`config.mk`:
```
export PLATFORM = sky130hd
export DESIGN_NAME = gateway_req_arbiter
export DESIGN_NICKNAME = d
export VERILOG_FILES = /design/src/rtl/gateway_req_arbiter.sv
export SDC_FILE = /design/constraint.sdc
export NUM_CORES = 1
export LEC_CHECK = 0
export CAP_MARGIN = 15
export CELL_PAD_IN_SITES_DETAIL_PLACEMENT = 1
export CELL_PAD_IN_SITES_GLOBAL_PLACEMENT = 1
export CORE_AREA = 10 10 199 201
export CTS_BUF_LIST = sky130_fd_sc_hd__clkbuf_8
export CTS_CLUSTER_DIAMETER = 120
export DETAILED_ROUTE_END_ITERATION = 10
export DIE_AREA = 0 0 209 211
export PLACE_DENSITY = 0.75
export SYNTH_ARGS = -nofsm -noshare
export SYNTH_HDL_FRONTEND = slang
export SYNTH_SLANG_ARGS = --single-unit
```
`constraint.sdc`:
```
create_clock -name aclk -period 2.5 [get_ports aclk]
set_input_delay 0.25 -clock aclk [delete_from_list [all_inputs] [get_ports aclk]]
set_output_delay 0.25 -clock aclk [all_outputs]
set_load 0.01 [all_outputs]
```
`src/rtl/gateway_req_arbiter.sv`:
```
// Round-robin arbiter that funnels N_REQ descriptor streams into one registered
// gateway request slot, tagging each forwarded descriptor with its requester ID.
module gateway_req_arbiter #(
  parameter int unsigned N_REQ  = 4,
  parameter int unsigned DATA_W = 96,
  parameter int unsigned ID_W   = $clog2(N_REQ)
) (
  input  logic                    aclk,
  input  logic                    areset,
  input  logic                    en,
  input  logic [N_REQ-1:0]        s_valid,
  output logic [N_REQ-1:0]        s_ready,
  input  logic [N_REQ*DATA_W-1:0] s_data,
  output logic                    m_valid,
  input  logic                    m_ready,
  output logic [DATA_W-1:0]       m_data,
  output logic [ID_W-1:0]         m_id,
  output logic [31:0]             grant_total
);

  logic              m_valid_q, m_valid_d;
  logic [DATA_W-1:0] m_data_q, m_data_d;
  logic [ID_W-1:0]   m_id_q, m_id_d;
  logic [ID_W-1:0]   last_ptr_q, last_ptr_d;
  logic [31:0]       grant_total_q, grant_total_d;

  logic            load_ok;
  logic            accept;
  logic            win_found;
  logic [ID_W-1:0] win_idx;
  logic [ID_W-1:0] cand;

  // The slot can take a new request when empty or when it drains this cycle.
  assign load_ok = en && (!m_valid_q || m_ready);

  // Search upward from the requester after the last winner, wrapping around.
  always_comb begin
    win_found = 1'b0;
    win_idx   = '0;
    cand      = '0;
    for (int unsigned k = 1; k <= N_REQ; k++) begin
      cand = ID_W'((32'(last_ptr_q) + k) % N_REQ);
      if (!win_found && s_valid[cand]) begin
        win_found = 1'b1;
        win_idx   = cand;
      end
    end
  end

  assign accept = load_ok && win_found && !areset;

  always_comb begin
    s_ready = '0;
    if (accept) begin
      s_ready[win_idx] = 1'b1;
    end
  end

  always_comb begin
    m_valid_d     = m_valid_q;
    m_data_d      = m_data_q;
    m_id_d        = m_id_q;
    last_ptr_d    = last_ptr_q;
    grant_total_d = grant_total_q;
    if (accept) begin
      m_valid_d     = 1'b1;
      m_data_d      = s_data[win_idx*DATA_W +: DATA_W];
      m_id_d        = win_idx;
      last_ptr_d    = win_idx;
      grant_total_d = grant_total_q + 32'd1;
    end else if (m_ready) begin
      m_valid_d = 1'b0;
    end
  end

  // last_ptr resets to the top index so requester 0 has first priority.
  always_ff @(posedge aclk) begin
    if (areset) begin
      m_valid_q     <= 1'b0;
      m_data_q      <= '0;
      m_id_q        <= '0;
      last_ptr_q    <= ID_W'(N_REQ - 1);
      grant_total_q <= '0;
    end else begin
      m_valid_q     <= m_valid_d;
      m_data_q      <= m_data_d;
      m_id_q        <= m_id_d;
      last_ptr_q    <= last_ptr_d;
      grant_total_q <= grant_total_d;
    end
  end

  assign m_valid     = m_valid_q;
  assign m_data      = m_data_q;
  assign m_id        = m_id_q;
  assign grant_total = grant_total_q;

endmodule

```
After elaboration in Yosys (flattened, before gate mapping)
Cells that the tools add are included.

Memory bits (writable): 0. Bits in read-only memories: 0. Bits in latches: 0. Register bits: 133. Bits of input ports: 392. Memories: 0. Logic and storage cells: 53.

Muxes and demuxes: 21. Add/subtract/negate cells: 5. Shift operators: 1. Divide/modulo/power cells: 0. Order comparisons: 6. Equality and inequality tests: 0. $mul: 1. Reduce and logical (&&, ||, !) cells: 14. Bitwise logic cells: 0.

Operator list (number): $shiftx 384x10->96 (1); $add 32x1->32 const B (1); $lt 2x3->1 const B (5); $mux 1 (11); $bmux 1 s2 (4); $mux 2 (4); $logic_and 1x1->1 (7); $logic_not 1->1 (5); $add 2x1->2 const B (2); $add 2x2->2 const B (2); $mul 2x2->4 const B (1); $mux 4 (1); $demux 1 s2 (1); $ge 2x1->1 const B (1); $reduce_bool 2->1 (1); $logic_or 1x1->1 (1).

Logic depth before layout (Yosys ltp)
Depth in word-level cells: 18. Mapped depth: 8.

Least setup slack after synthesis
No wires, ideal clock.

Path type: register to register. Start point: register grant_total_q[11], in the netlist grant_total[11]. End point: register grant_total_q[31], in the netlist grant_total[31]. Stages on the path, launching flop included: 5. Path slack: 0.639 ns. Arrival: 1.737 ns. Cell sequence: dfxtp_1 > nand4_2 > or4_4 > nor4b_2 > mux2_1.

Word-level cells in the longest chain between the ends: 1.

Ends and longest elaborated chain: start, declared (RTL line 25) `logic [31:0] grant_total_q, grant_total_d;`; start signal, assigned (RTL line 89) `grant_total_q <= grant_total_d;`; $add 32x1->32 (RTL line 70) `grant_total_d = grant_total_q + 32'd1;`.

Every way passes these cells. A chain may end at the register's enable or synchronous reset.

Final worst setup path
Start point: register last_ptr_q[0]. End point: output s_ready[2].

Word-level cells in the longest chain between the ends: 18. Elaborated cells on any way between the ends: 34. Classes of those cells: 4 x add/sub; 2 x order compare; 19 x mux; 9 x reduce/logical.

Ends and longest elaborated chain: start, declared (RTL line 24) `logic [ID_W-1:0] last_ptr_q, last_ptr_d;`; start signal, assigned (RTL line 82) `last_ptr_q <= ID_W'(N_REQ - 1);`; start signal, assigned (RTL line 88) `last_ptr_q <= last_ptr_d;`; $add 2x1->2 (RTL line 42) `cand = ID_W'((32'(last_ptr_q) + k) % N_REQ);`; $bmux 1 s2 (RTL line 43) `if (!win_found && s_valid[cand]) begin`; $mux 1 (not written as such) (RTL line 43); $mux 1 (RTL line 43); $logic_not 1->1 (RTL line 43); $logic_and 1x1->1 (RTL line 43); $mux 1 (RTL line 43); $logic_not 1->1 (RTL line 43); [... 2 more ...]; $logic_not 1->1 (RTL line 43); $logic_and 1x1->1 (RTL line 43); $mux 2 (RTL line 43); $lt 2x3->1 (not written as such) / $ge 2x1->1 (equally long branches) (RTL line 55) `s_ready[win_idx] = 1'b1;`; $logic_and 1x1->1 (not written as such) (RTL line 55); $mux 1 (not written as such) (RTL line 55); $demux 1 s2 (RTL line 55); $mux 4 (*) (RTL line 54) `if (accept) begin`; end, declared (RTL line 12) `output logic [N_REQ-1:0] s_ready,`.

Mark *: on every way between the ends. The rest lies on a longest branch, timed or not. The select of a mux whose other input is x is not followed.

==> flow_summary_export.csv <==
group,metric,value,unit
run_status,status,"finished clean",
floorplanning,rows,69,
power,peakVddDrop,318,uV
worst_setup_path,cp.required,2250,ps
route,postRouteAntennaNets,0,
power,power_frac_clock,29.3,%
layout,fill_cells,4230,
global_route,grt_pass1_vias,11200,
clock_tree,htree_levels,4,
synthesis,synth_warnings,0,
timing,tightestPinTransition,537,ps
placed_design,place_area,0.0148,mm2
synthesis,ys_ff_latch,133,
power,internal_power,4770,uW
floorplanning,pin_count,527,
floorplanning,design.core.area,0.0354,mm2
layout,multi_input_area,0.00514,mm2
synthesis,synthCells,1092,
placed_design,gp_congestion,0.820,
route,drt-pass1-iter-count,4,
timing,maxSlewViolCount,0,
global_route,track_usage,20.0,%
route,drtIter0Drc,328,
route,routedWlPerCell,22.5,um
worst_setup_path,critPathArrivalTime,2130,ps
worst_setup_path,start_kind,"flip-flop",
layout,layout-drive-gt1-share,8.31,%
synthesis,synth_edf_count,0,
timing,skew,11.7,ps
timing,finalSetupViolations,0,
clock_tree,clk_pin_slew,90,ps
layout,nets,1993,
clock_tree,clock_sinks,133,
global_route,grt-ovfl-total,0,
power,p_leak,0.00602,uW
timing,fin_crit_sh,95.1,%
power,power_switching,2130,uW
route,vias_per_cell,5.03,
power,pwr-share-comb,35.4,%
floorplanning,die_w,209,um
synthesis,synth_cell_types,52,
clock_tree,ctsHoldBuffers,0,
timing,timing.fmax,0.421,GHz
synthesis,async_flop_share,0,%
power,power_frac_seq,35.3,%
floorplanning,die_y,211,um
placed_design,io_buffers,526,
timing,finalCriticalPeriod,2380,ps
power,swShare,30.9,%
layout,areaGrowthSynthToFinish,77.2,%
placed_design,place_hpwl,37400,um
global_route,antenna_found_initial,5,
synthesis,syn_area_per_cell,7.89,um2
worst_setup_path,worstSetupPathType,"flip-flop to output pin",
layout,mostFrequentLayoutCells,"clkdlybuf4s50_1, dfxtp_1, nand2_1",
clock_tree,cts_tree,"yes",
layout,final_area,0.0153,mm2
route,drt_wl_total,46600,um
floorplanning,dieArea,0.0441,mm2
clock_tree,cts_made_buffers,17,
worst_setup_path,regToRegStartpoint,"last_ptr_q[0]",
timing,finalHoldViolCount,0,
worst_setup_path,setup.worst_path.start,"last_ptr_q[0]",
layout,layout_commonest_cell,"clkdlybuf4s50_1",
layout,regArea,0.00267,mm2
power,powerDensity,452,mW/mm2
synthesis,seq_area_frac_synth,30.9,%
synthesis,synth_ff_type,"dfxtp_1",
clock_tree,clk_path_buf_depth,2,
hold_path,hp-start,"s_data[290]",
layout,fin_util,43.1,%
timing,slew_headroom,64.2,%
floorplanning,initial_core_util,24.3,%
route,drcViolationCount,0,
route,vias,10400,
clock_tree,clock_latency,480,ps
worst_setup_path,cp_max_fo,4,
synthesis,synth_nets,1485,
worst_setup_path,end_kind,"output pin",
clock_tree,cts_root_buffer,"clkbuf_8",
job,maxCapViolCount,0,
global_route,grt_pass1_wl,68700,um
clock_tree,cts_setup_buffers,0,
synthesis,syn_area,0.00861,mm2
hold_path,hp-class,"input pin to flip-flop",
global_route,grt_max_degree,120,
-- synthesized netlist by cell type, types with 2 or more instances --
cell type | number | area share [%]
o21ai_0 | 103 | 6.0
inv_1 | 101 | 4.4
nand2b_1 | 5 | 0.36
and4_1 | 98 | 10
nand2_1 | 108 | 4.7
xor2_1 | 9 | 0.92
xnor2_1 | 15 | 1.5
buf_2 | 24 | 1.4
nand3_1 | 7 | 0.41
or2_2 | 2 | 0.15
and3_1 | 7 | 0.51
nand4_2 | 2 | 0.29
nor2_1 | 30 | 1.3
buf_6 | 2 | 0.26
nor3_1 | 8 | 0.46
nor2b_1 | 6 | 0.44
and4_2 | 2 | 0.23
clkbuf_1 | 79 | 3.4
nor4_1 | 4 | 0.29
o211ai_1 | 96 | 8.4
dfxtp_1 | 133 | 31
nor4_2 | 4 | 0.58
mux2i_1 | 96 | 11
buf_4 | 3 | 0.26
nand4_1 | 11 | 0.80
and2_1 | 4 | 0.29
a21oi_1 | 9 | 0.52
or3_1 | 5 | 0.36
a31oi_1 | 96 | 7.0
-- path summary, 6_finish.rpt --
| path | end | slack, ps | cells after the start |
|---|---|---|---|
| max | s_ready[2] | 120 | 6 |
| min | m_data[2] | 420 | 3 |
| max reg2reg | m_data[39] | 370 | 8 |
| min reg2reg | m_data[74] | 470 | 2 |
-- state kept, by name, indices dropped and copies added, names as in the netlist --
signal and cells:
grant_total 32, last_ptr_q 2, m_data 96, m_id 2, m_valid 1
-- critical path, cell delays in order (launching register included) --
cell,delay (ps)
dfxtp_2,370
nand2b_1,160
o22a_1,220
and2_4,190
nand2_4,50
nor2_2,110
clkdlybuf4s50_1,550
-- cells by family after synthesis --
kind of cell | Yosys count | share of synthesized area (%)
XOR/XNOR | 24 | 2.44
multiplexers | 97 | 11.3
flip-flops | 133 | 30.9
buffers and inverters | 213 | 10.2
adder cells (fa/ha/maj) | 1 | 0.145
AO/OA/AOI/OAI | 311 | 22.5
AND/OR/NAND/NOR | 313 | 22.5
-- timing repair --
action	CTS	global route
pin swaps	0	2
resized for setup	8	1
cloned	0	0
setup endpoints to repair	4	1
-- per-stage QoR --
step / hold WS (ps) / worst slack (ps) / cells / setup TNS, ps / power [uW]
global placement: 448 / -32.9 / 2042 / -128 / 4890
global route: 414 / -1.75 / 2077 / -1.75 / 7280
floorplan: 459 / 639 / 1092 / 0 / 3410
finish: 422 / 123 / 2077 / 0 / 6900
CTS: 380 / 7.35 / 2073 / 0 / 7010
detailed placement: 461 / -130 / 2042 / -5370 / 4950
-- cell type report --
cell class                 instances  area share (%)
multi-input combinational        746            33.7
tap                              461            3.78
inverter                         101            2.48
timing repair buffer             601            39.8
sequential                       133            17.5
clock buffer                      19            1.71
clock inverter                    12            1.01
antenna                            4          0.0656
-- power by group through the flow --
stage	logic (uW)	clock network, uW	registers, uW
finish	2440	2020	2440
global route	2630	2180	2460
CTS	2480	2090	2440
detailed placement	2470	0	2490
global placement	2420	0	2480
floorplan	848	0	2560
-- layer usage --
| layer | part of all wire [%] | global-route usage (%) |
|---|---|---|
| met1 | 39 | 21.6 |
| met2 | 52 | 36.5 |
| met3 | 7.4 | 6.86 |
| met4 | 1.5 | 4.99 |
| met5 | 0.043 | 0 |
No activity file was read; power rests on OpenSTA's default activity.
